==> src/rtl/chimera_pmu_pkg.sv <==
// Shared definitions for the Chimera PMU: register map, STATUS layout,
// sequencer state encoding and the default APB request/response structs.
package chimera_pmu_pkg;

    localparam logic [3:0] REG_CMD    = 4'h0;
    localparam logic [3:0] REG_STATUS = 4'h4;
    localparam logic [3:0] REG_CLR    = 4'h8;

    localparam int unsigned CMD_DIR_BIT  = 31;
    localparam int unsigned ST_BUSY      = 16;
    localparam int unsigned ST_DONE      = 17;
    localparam int unsigned ST_TMO       = 18;
    localparam int unsigned ST_STATE_LSB = 20;

    typedef enum logic [2:0] {
        IDLE    = 3'd0,
        DN_ISO  = 3'd1,
        DN_GATE = 3'd2,
        DN_RST  = 3'd3,
        UP_CLK  = 3'd4,
        UP_RST  = 3'd5,
        UP_ISO  = 3'd6,
        DONE    = 3'd7
    } pmu_state_e;

    typedef struct packed {
        logic [31:0] paddr;
        logic [31:0] pwdata;
        logic [3:0]  pstrb;
        logic        pwrite;
        logic        penable;
        logic        psel;
    } pmu_apb_req_t;

    typedef struct packed {
        logic        pready;
        logic [31:0] prdata;
        logic        pslverr;
    } pmu_apb_rsp_t;

endpackage

==> src/rtl/chimera_pmu_apb_regs.sv <==
// Zero-wait-state APB register file of the PMU: CMD / STATUS / CLR decode,
// done/timeout sticky bits and the sequencer start request.
module chimera_pmu_apb_regs
    import chimera_pmu_pkg::*;
#(
    parameter int unsigned NumDomains = 5,
    parameter type         apb_req_t  = pmu_apb_req_t,
    parameter type         apb_rsp_t  = pmu_apb_rsp_t
) (
    input  logic                  clk_i,
    input  logic                  rst_ni,
    input  apb_req_t              apb_req_i,
    output apb_rsp_t              apb_rsp_o,
    input  logic [NumDomains-1:0] i_powered,
    input  logic                  i_busy,
    input  pmu_state_e            i_state,
    input  logic                  i_done_set,
    input  logic                  i_tmo_set,
    output logic                  o_start,
    output logic [NumDomains-1:0] o_start_mask,
    output logic                  o_start_dir,
    output logic                  o_irq
);

    logic                  r_done;
    logic                  r_tmo;
    logic                  w_access;
    logic                  w_err;
    logic                  w_cmd_wr;
    logic                  w_clr_wr;
    logic                  w_noop;
    logic [31:0]           w_status;
    logic [31:0]           w_rdata;
    logic                  w_unused;

    assign w_unused = ^{apb_req_i.paddr, apb_req_i.pwdata, apb_req_i.pstrb};

    always_comb begin
        w_status                        = '0;
        w_status[NumDomains-1:0]        = i_powered;
        w_status[ST_BUSY]               = i_busy;
        w_status[ST_DONE]               = r_done;
        w_status[ST_TMO]                = r_tmo;
        w_status[ST_STATE_LSB +: 3]     = i_state;
    end

    always_comb begin
        w_access = apb_req_i.psel & apb_req_i.penable;
        w_err    = 1'b0;
        w_cmd_wr = 1'b0;
        w_clr_wr = 1'b0;
        w_rdata  = '0;
        if (w_access) begin
            if (apb_req_i.paddr[11:4] != '0) begin
                w_err = 1'b1;
            end else begin
                case (apb_req_i.paddr[3:0])
                    REG_CMD: begin
                        if (apb_req_i.pwrite) begin
                            w_err    = i_busy;
                            w_cmd_wr = ~i_busy;
                        end
                    end
                    REG_STATUS: begin
                        if (apb_req_i.pwrite) w_err = 1'b1;
                        else                  w_rdata = w_status;
                    end
                    REG_CLR:  w_clr_wr = apb_req_i.pwrite;
                    default:  w_err = 1'b1;
                endcase
            end
        end
    end

    always_comb begin
        apb_rsp_o         = '0;
        apb_rsp_o.pready  = w_access;
        apb_rsp_o.prdata  = w_rdata;
        apb_rsp_o.pslverr = w_err;
    end

    assign o_start_mask = apb_req_i.pwdata[NumDomains-1:0];
    assign o_start_dir  = apb_req_i.pwdata[CMD_DIR_BIT];
    // A command that would not change any selected domain completes on the spot.
    assign w_noop  = (o_start_mask & (o_start_dir ? ~i_powered : i_powered)) == '0;
    assign o_start = w_cmd_wr & ~w_noop;

    always_ff @(posedge clk_i or negedge rst_ni) begin
        if (!rst_ni) begin
            r_done <= 1'b0;
            r_tmo  <= 1'b0;
        end else begin
            if (w_clr_wr && apb_req_i.pwdata[ST_DONE]) r_done <= 1'b0;
            if (i_done_set || (w_cmd_wr && w_noop))    r_done <= 1'b1;
            if (w_clr_wr && apb_req_i.pwdata[ST_TMO])  r_tmo  <= 1'b0;
            if (i_tmo_set)                             r_tmo  <= 1'b1;
        end
    end

    assign o_irq = r_done | r_tmo;

endmodule

==> src/rtl/chimera_pmu_apb_ctrl.sv <==
// PMU power sequencer: drives per-domain isolation, clock gate and reset around
// an APB register file. States: IDLE | DN_ISO isolate+await ack | DN_GATE gate clk
// | DN_RST assert rst | UP_CLK ungate, rst held | UP_RST release rst | UP_ISO de-isolate+await ack | DONE.
module chimera_pmu_apb_ctrl
    import chimera_pmu_pkg::*;
#(
    parameter int unsigned NumDomains = 5,
    parameter int unsigned AckTimeout = 255,
    parameter int unsigned RstCycles  = 4,
    parameter type         apb_req_t  = pmu_apb_req_t,
    parameter type         apb_rsp_t  = pmu_apb_rsp_t
) (
    input  logic                  clk_i,
    input  logic                  rst_ni,
    input  apb_req_t              apb_req_i,
    output apb_rsp_t              apb_rsp_o,
    output logic [NumDomains-1:0] dom_rst_no,
    output logic [NumDomains-1:0] dom_clkgate_en_o,
    output logic [NumDomains-1:0] dom_iso_en_o,
    input  logic [NumDomains-1:0] dom_iso_ack_i,
    output logic                  busy_o,
    output logic                  irq_o
);

    localparam int unsigned CntW = ($clog2(AckTimeout + 1) > $clog2(RstCycles + 1)) ?
                                   $clog2(AckTimeout + 1) : $clog2(RstCycles + 1);

    pmu_state_e            r_state, w_state_nxt;
    logic [NumDomains-1:0] r_mask, w_mask_nxt;
    logic [CntW-1:0]       r_cnt, w_cnt_nxt, w_cnt_inc;
    logic [NumDomains-1:0] r_rst_n, w_rst_n_nxt;
    logic [NumDomains-1:0] r_cg, w_cg_nxt;
    logic [NumDomains-1:0] r_iso, w_iso_nxt;
    logic [NumDomains-1:0] r_powered, w_pwr_nxt;
    logic [NumDomains-1:0] r_ack_meta, r_ack_sync, w_ack_m;
    logic                  w_tmo_set;
    logic                  w_start, w_start_dir;
    logic [NumDomains-1:0] w_start_mask;

    chimera_pmu_apb_regs #(
        .NumDomains (NumDomains),
        .apb_req_t  (apb_req_t),
        .apb_rsp_t  (apb_rsp_t)
    ) u_regs (
        .clk_i        (clk_i),
        .rst_ni       (rst_ni),
        .apb_req_i    (apb_req_i),
        .apb_rsp_o    (apb_rsp_o),
        .i_powered    (r_powered),
        .i_busy       (busy_o),
        .i_state      (r_state),
        .i_done_set   (r_state == DONE),
        .i_tmo_set    (w_tmo_set),
        .o_start      (w_start),
        .o_start_mask (w_start_mask),
        .o_start_dir  (w_start_dir),
        .o_irq        (irq_o)
    );

    always_ff @(posedge clk_i or negedge rst_ni) begin
        if (!rst_ni) begin
            r_ack_meta <= '0;
            r_ack_sync <= '0;
        end else begin
            r_ack_meta <= dom_iso_ack_i;
            r_ack_sync <= r_ack_meta;
        end
    end

    always_comb begin
        w_state_nxt = r_state;
        w_mask_nxt  = r_mask;
        w_cnt_inc   = r_cnt + CntW'(1);
        w_cnt_nxt   = r_cnt;
        w_rst_n_nxt = r_rst_n;
        w_cg_nxt    = r_cg;
        w_iso_nxt   = r_iso;
        w_pwr_nxt   = r_powered;
        w_tmo_set   = 1'b0;
        w_ack_m     = r_ack_sync & r_mask;
        case (r_state)
            // DONE lasts one cycle but accepts a new command just like IDLE.
            IDLE, DONE: begin
                w_state_nxt = IDLE;
                if (w_start) begin
                    w_mask_nxt = w_start_mask;
                    w_cnt_nxt  = '0;
                    if (w_start_dir) begin
                        w_state_nxt = UP_CLK;
                        w_cg_nxt    = r_cg & ~w_start_mask;
                    end else begin
                        w_state_nxt = DN_ISO;
                        w_iso_nxt   = r_iso | w_start_mask;
                    end
                end
            end
            DN_ISO: begin
                w_cnt_nxt = w_cnt_inc;
                if (w_ack_m == r_mask || w_cnt_inc == CntW'(AckTimeout)) begin
                    w_tmo_set   = (w_ack_m != r_mask);
                    w_state_nxt = DN_GATE;
                    w_cg_nxt    = r_cg | r_mask;
                end
            end
            DN_GATE: begin
                w_state_nxt = DN_RST;
                w_rst_n_nxt = r_rst_n & ~r_mask;
                w_pwr_nxt   = r_powered & ~r_mask;
            end
            DN_RST: w_state_nxt = DONE;
            UP_CLK: begin
                w_cnt_nxt = w_cnt_inc;
                if (w_cnt_inc == CntW'(RstCycles)) begin
                    w_state_nxt = UP_RST;
                    w_rst_n_nxt = r_rst_n | r_mask;
                    w_cnt_nxt   = '0;
                end
            end
            UP_RST: begin
                w_cnt_nxt = w_cnt_inc;
                if (w_cnt_inc == CntW'(RstCycles)) begin
                    w_state_nxt = UP_ISO;
                    w_iso_nxt   = r_iso & ~r_mask;
                    w_cnt_nxt   = '0;
                end
            end
            UP_ISO: begin
                w_cnt_nxt = w_cnt_inc;
                if (w_ack_m == '0 || w_cnt_inc == CntW'(AckTimeout)) begin
                    w_tmo_set   = (w_ack_m != '0);
                    w_state_nxt = DONE;
                    w_pwr_nxt   = r_powered | r_mask;
                end
            end
            default: w_state_nxt = IDLE;
        endcase
    end

    always_ff @(posedge clk_i or negedge rst_ni) begin
        if (!rst_ni) begin
            r_state   <= IDLE;
            r_mask    <= '0;
            r_cnt     <= '0;
            r_rst_n   <= '0;
            r_cg      <= '1;
            r_iso     <= '1;
            r_powered <= '0;
        end else begin
            r_state   <= w_state_nxt;
            r_mask    <= w_mask_nxt;
            r_cnt     <= w_cnt_nxt;
            r_rst_n   <= w_rst_n_nxt;
            r_cg      <= w_cg_nxt;
            r_iso     <= w_iso_nxt;
            r_powered <= w_pwr_nxt;
        end
    end

    assign dom_rst_no       = r_rst_n;
    assign dom_clkgate_en_o = r_cg;
    assign dom_iso_en_o     = r_iso;
    assign busy_o           = (r_state != IDLE) && (r_state != DONE);

endmodule

==> config.mk <==
export PLATFORM = sky130hd
export DESIGN_NAME = chimera_pmu_apb_ctrl
export DESIGN_NICKNAME = d
export VERILOG_FILES = /design/src/rtl/chimera_pmu_pkg.sv /design/src/rtl/chimera_pmu_apb_regs.sv /design/src/rtl/chimera_pmu_apb_ctrl.sv
export SDC_FILE = /design/constraint.sdc
export NUM_CORES = 1
export LEC_CHECK = 0
export CAP_MARGIN = 0
export CELL_PAD_IN_SITES_DETAIL_PLACEMENT = 0
export CELL_PAD_IN_SITES_GLOBAL_PLACEMENT = 2
export CORE_ASPECT_RATIO = 1.2
export CORE_MARGIN = 5
export CORE_UTILIZATION = 24
export DETAILED_ROUTE_END_ITERATION = 7
export HOLD_SLACK_MARGIN = 0.15
export PLACE_DENSITY = 0.78
export SETUP_SLACK_MARGIN = 0.4
export SYNTH_ARGS = -nofsm -noshare
export SYNTH_HDL_FRONTEND = slang
export SYNTH_SLANG_ARGS = --single-unit
==> constraint.sdc <==
create_clock -name clk_i -period 2.2 [get_ports clk_i]
set_input_delay 0.22 -clock clk_i [delete_from_list [all_inputs] [get_ports clk_i]]
set_output_delay 0.22 -clock clk_i [all_outputs]
set_load 0.01 [all_outputs]
==> impl_metrics.toml, run 1 <==
[run_status]
outcome = "completed"

[sta]
rsz0062_at_grt = "true"
worstMarginPinSlew_ns = 0.555
hold_viol = 0
clock.fmax_mhz = 516
setup_ws_ns = 0.262
hold_ws_ns = 0.353
report.final.slew_viol_count = 0
relSlewSlack_pct = 63.0
fin_worst_skew_ns = 0.00435
period_share_pct = 88.1
period_minus_slack_ns = 1.94
setup_viol = 0

[pwr]
peakVddDrop_mv = 0.416
switching_power_mw = 1.22
p_clk_share_pct = 22.6
sw_frac_of_total_pct = 36.7
p_leak_nw = 1.86
p_int_mw = 2.11
p_comb_share_pct = 46.2
powerDensity_nw_per_um2 = 778
seq_power_share_pct = 31.2

[routing]
drt-wirelength-per-cell_um = 14.6
wirelength_mm = 8.15
drtPass1Iterations = 4
drt_iter0_markers = 130
via_per_inst = 4.47
ant_nets = 0
dr_total_vias = 2499
drc = 0

[clock_network]
root_buffer = "clkbuf_16"
clkLatencyLatePin_ns = 0.29
cts_tree = "built"
clkSinkCount = 48
cts.htree.levels = 2
cts_inserted_buffers = 5
clockBufferDepth = 2
clk_pin_slew_ns = 0.06

[worst_hold_path]
hold_class = "reg2reg"
hp-start = "r_ack_meta[2]$_DFF_PN0_"

[critical_path]
start_kind = "register"
required_ns = 2.42
crit_start = "r_cnt[1]$_DFFE_PN0P_"
cp-end-kind = "register"
critical_path.max_fanout = 5
r2r-start = "r_cnt[1]$_DFFE_PN0P_"
crit_type = "reg2reg"
cp.arrival_ns = 2.16

[synthesis]
ys.warnings.count = 0
netlist_instances = 289
ys_async_sr_fraction_pct = 100
synth_cell_type_count = 59
synth_edf_count = 0
synth_seq_cells = 48
synth_seq_area_share_pct = 43.7
synth_area_um2 = 2780
synth_area_per_cell_um2 = 9.62
ys.flop_type = "dfrtp_1"

[flow_run]
cap_violations = 0

[placement]
gp_congestion = 0.792
io_buffers = 59
postPlaceCellArea_um2 = 3650
place_ws_ns = -0.274
hpwl_mm = 5.91

[cells_and_area]
area_growth_syn_to_layout_pct = 54.3
fin_nets = 482
n_antenna_cell = 0
drive_gt1_share_pct = 42.3
stdcell_area_um2 = 4290
layout_common_cells = "buf_4, dfrtp_1, clkdlybuf4s50_1"
layout_commonest_cell = "buf_4"

[floorplan]
rows = 43
die_area_um2 = 13800
die_y_um = 128
initial_core_util_pct = 24.2
ioPinCount = 129
die_w_um = 108
core-area_um2 = 11500

[global_routing]
gr-max-usage-layer = "met2"
grtUsageMet3_pct = 2.52
grt_max_degree = 26
antenna_found_initial = 0
grt_pass1_vias = 2580
gr-usage-all-layers_pct = 11.8
grtUsageMet1_pct = 14.9
grt_pass1_wl_mm = 13.1
overflow = 0
grt_use_met2_pct = 20.6
cell families (layout without fill, tap and decap cells):
group | Yosys count | count (layout) | synth area share, %
buffers and inverters | 53 | 146 | 11.2
XOR/XNOR | 7 | 7 | 2.21
flip-flops | 48 | 48 | 43.7
adder cells (fa/ha/maj) | 3 | 3 | 1.35
multiplexers | 5 | 5 | 2.03
AO/OA/AOI/OAI | 81 | 81 | 21.1
AND/OR/NAND/NOR | 91 | 91 | 18.4
other | 1 | 21 | 0.135
metal layers:
metal,routed length [um],vias up
met5,0,-
met4,74,0
met3,495,4
met2,4040,71
met1,3530,1216
li1,-,1208
stage by stage:
stage	utilization (%)	power [mW]	instances	TNS (ns)
finish	37.4	3.34	559	0
global route	37.4	3.56	559	0
CTS	35.3	3.19	550	0
detailed placement	31.8	2.13	519	-5.06
global placement	31.8	2.11	519	-3.90
floorplan	-	1.73	309	0
critical path, cell delays in order, from the launching register on:
cell	delay, ns
dfrtp_2	0.44
ha_4	0.19
nor2b_4	0.13
o211ai_1	0.35
buf_4	0.20
nor4_4	0.04
o22a_1	0.26
buf_4	0.16
o21ai_2	0.11
power groups by stage:
stage	sequential, mW	clock, mW	combinational (mW)
floorplan	1.04	0	0.696
global placement	1.06	0	1.05
detailed placement	1.06	0	1.07
CTS	1.04	0.784	1.36
global route	1.05	0.816	1.69
finish	1.04	0.753	1.54
repair_timing:
action	in CTS	in global routing
pin swaps	27	33
gates resized for setup	113	49
endpoints found under the setup margin	51	49
setup buffers	22	9
hold buffers	1	0
endpoints found under the hold margin	21	0
Yosys cell counts, types with 2 or more instances:
cell	instances	area [um2]
dfstp_2	10	263
nor2b_1	4	25.0
nor2_1	17	63.8
o21ai_1	5	25.0
nand2_1	25	93.8
clkbuf_1	7	26.3
a21oi_1	15	75.1
and2_1	10	62.6
nand2b_1	3	18.8
a22o_1	7	61.3
buf_2	4	20.0
nand3_2	2	20.0
or3_1	2	12.5
buf_6	2	22.5
o21ai_0	6	30.0
inv_1	14	52.6
o31ai_1	8	60.1
and3_1	5	31.3
mux2_1	5	56.3
a32o_1	2	20.0
o21a_1	3	22.5
o22ai_1	4	25.0
a22oi_1	5	37.5
nand4_1	2	12.5
a31oi_1	11	68.8
xor2_1	6	52.6
dfrtp_1	38	951
nor4_2	2	25.0
ha_1	3	37.5
buf_4	24	180
and2b_1	2	15.0
nor4_1	2	12.5
nor3_1	2	10.0
nand3_1	7	35.0
worst paths after layout:
| kind | cells after the start | slack [ns] | to |
|---|---|---|---|
| min in group asynchronous | 2 | 0.45 | async pin |
| hold reg to reg | 0 | 0.35 | r_ack_sync[2]$_DFF_PN0_ |
| setup reg to reg | 8 | 0.26 | r_cnt[5]$_DFFE_PN0P_ |
| max in group asynchronous | 3 | 1.14 | dom_clkgate_en_o[2]$_DFFE_PN1P_ |
| hold / removal | 0 | 0.35 | r_ack_sync[2]$_DFF_PN0_ |
| setup / recovery | 8 | 0.26 | r_cnt[5]$_DFFE_PN0P_ |
area by class of cell:
class	instances	area, um2
inverters	15	56.3
fillers	1147	7170
repair buffers	123	1030
clock buffers	6	129
clock inverters	2	12.5
well taps	157	196
multi-input cells	208	1650
flip-flops and latches	48	1220
No activity file was read; power rests on OpenSTA's default activity.
==> run 2: changes to the inputs <==
- MAX_ROUTING_LAYER: unset -> met4
- PLACE_DENSITY: 0.78 -> 0.93
==> run 2 against run 1 <==
Critical path depth unchanged. Non-clock buffer count decreased by 13. Clock skew decreased by 0.0015 ns. Cell area decreased by 2.1%. Cell count decreased by 2.3%. Sequential power about the same. Fmax decreased by 0.16%. Sequential cell count unchanged. Largest cell class unchanged.
==> impl_metrics.toml, run 2 (same netlist as run 1, synthesis figures left out) <==
[floorplan]
die_y_um = 128
die_area_um2 = 13800
rows = 43
initial_core_util_pct = 24.2
die_w_um = 108
core-area_um2 = 11500
ioPinCount = 129

[routing]
wl_met2_mm = 4.24
dr_total_vias = 2487
via_per_inst = 4.55
wirelength_mm = 8.10
highest_layer = "met4"
drc = 0
ant_nets = 0
drt_iter0_markers = 101
dr_wl_met3_um = 497
drtPass1Iterations = 6
wl_met1_mm = 3.24
drt-wirelength-per-cell_um = 14.8

[sta]
setup_viol = 0
period_minus_slack_ns = 1.94
clock.fmax_mhz = 515
rsz0062_at_grt = "true"
hold_viol = 0
period_share_pct = 88.2
worstMarginPinSlew_ns = 0.621
hold_ws_ns = 0.349
setup-tns-final_ns = 0
setup_ws_ns = 0.259
relSlewSlack_pct = 58.6
fin_worst_skew_ns = 0.00286
report.final.slew_viol_count = 0

[placement]
gp_congestion = 0.769
place_ws_ns = -0.309
hpwl_mm = 5.69
io_buffers = 59
dp.cells = 510

[cells_and_area]
n_antenna_cell = 0
multi_input_area_um2 = 1590
fin_nets = 469
layout_common_cells = "buf_4, dfrtp_1, clkdlybuf4s50_1"
regArea_um2 = 1220
area_growth_syn_to_layout_pct = 51.1
drive_gt1_share_pct = 38.3
stdcell_count = 546
num-fill-cells = 1147
layout_commonest_cell = "buf_4"

[clock_network]
cts_inserted_buffers = 5
cts_tree = "built"
clkSinkCount = 48
root_buffer = "clkbuf_16"
clk_pin_slew_ns = 0.07
cts.htree.levels = 2
clockBufferDepth = 2
clkLatencyLatePin_ns = 0.29

[critical_path]
crit_type = "reg2reg"
critical_path.max_fanout = 7
required_ns = 2.38
cp.arrival_ns = 2.12
cp-end-kind = "register"
r2r-start = "r_cnt[0]$_DFFE_PN0P_"
crit_start = "r_cnt[0]$_DFFE_PN0P_"
start_kind = "register"

[pwr]
powerDensity_nw_per_um2 = 824
p_leak_nw = 1.80
peakVddDrop_mv = 0.324

[global_routing]
overflow = 0
grt_pass1_vias = 2578
gr-usage-all-layers_pct = 12.0
grt_max_degree = 49
grt_pass1_wl_mm = 12.8
antenna_found_initial = 0

[worst_hold_path]
hold_class = "reg2reg"
hp-start = "r_ack_meta[3]$_DFF_PN0_"

[flow_run]
cap_violations = 0

[run_status]
outcome = "completed"
==> run 2: repair_timing <==
item / 4_1_cts / 5_1_grt
setup endpoints to repair: 50 / 49
endpoints found under the hold margin: 38 / 0
gates resized for setup: 99 / 53
hold buffers: 1 / 0
setup buffers: 22 / 5
pin swaps: 18 / 32
==> run 2: final timing paths <==
kind / end / slack [ns] / cells past startpoint
worst max-delay path: r_cnt[2]$_DFFE_PN0P_ / 0.26 / 8
worst min-delay path: r_ack_sync[3]$_DFF_PN0_ / 0.35 / 0
worst max register to register: r_cnt[2]$_DFFE_PN0P_ / 0.26 / 8
worst min register to register: r_ack_sync[3]$_DFF_PN0_ / 0.35 / 0
max in group asynchronous: r_state[0]$_DFFE_PN0P_ / 1.19 / 3
min in group asynchronous: r_cnt[6]$_DFFE_PN0P_ / 0.57 / 3
==> run 2: through the flow <==
step | total power, mW | instance area [um2] | util (%)
floorplan | 1.73 | 2870 | -
global placement | 2.03 | 3570 | 31.1
detailed placement | 2.06 | 3570 | 31.1
CTS | 3.27 | 4020 | 35.1
global route | 3.66 | 4200 | 36.7
finish | 3.46 | 4200 | 36.7
==> run 2: where the power goes <==
group	leakage, nW	total [mW]	switching (mW)	internal (mW)
combinational	1.13	1.53	0.804	0.721
clock	0.0840	0.883	0.343	0.540
sequential	0.591	1.05	0.0875	0.965
total	1.80	3.46	1.23	2.23
==> run 2: area by class of cell <==
type                            count  area share, %
Sequential cell                    48           29.0
Clock buffer                        5           2.98
Timing Repair Buffer              110           23.0
Clock inverter                      3           1.13
Inverter                           15           1.34
Multi-Input combinational cell    208           37.9
Tap cell                          157           4.68
==> run 2: routing by layer <==
metal,vias up,GRT usage (%)
li1,1178,-
met1,1214,13.5
met2,88,21.1
met3,7,2.17
met4,0,4.61
met5,-,-
==> run 2: critical path, cell delays in order (launching register included) <==
cell      delay, ns
dfrtp_1        0.42
buf_6          0.13
and4_4         0.29
a31oi_4        0.14
nor4_4         0.30
buf_4          0.16
o22a_1         0.18
o21bai_1       0.12
o21ai_1        0.07
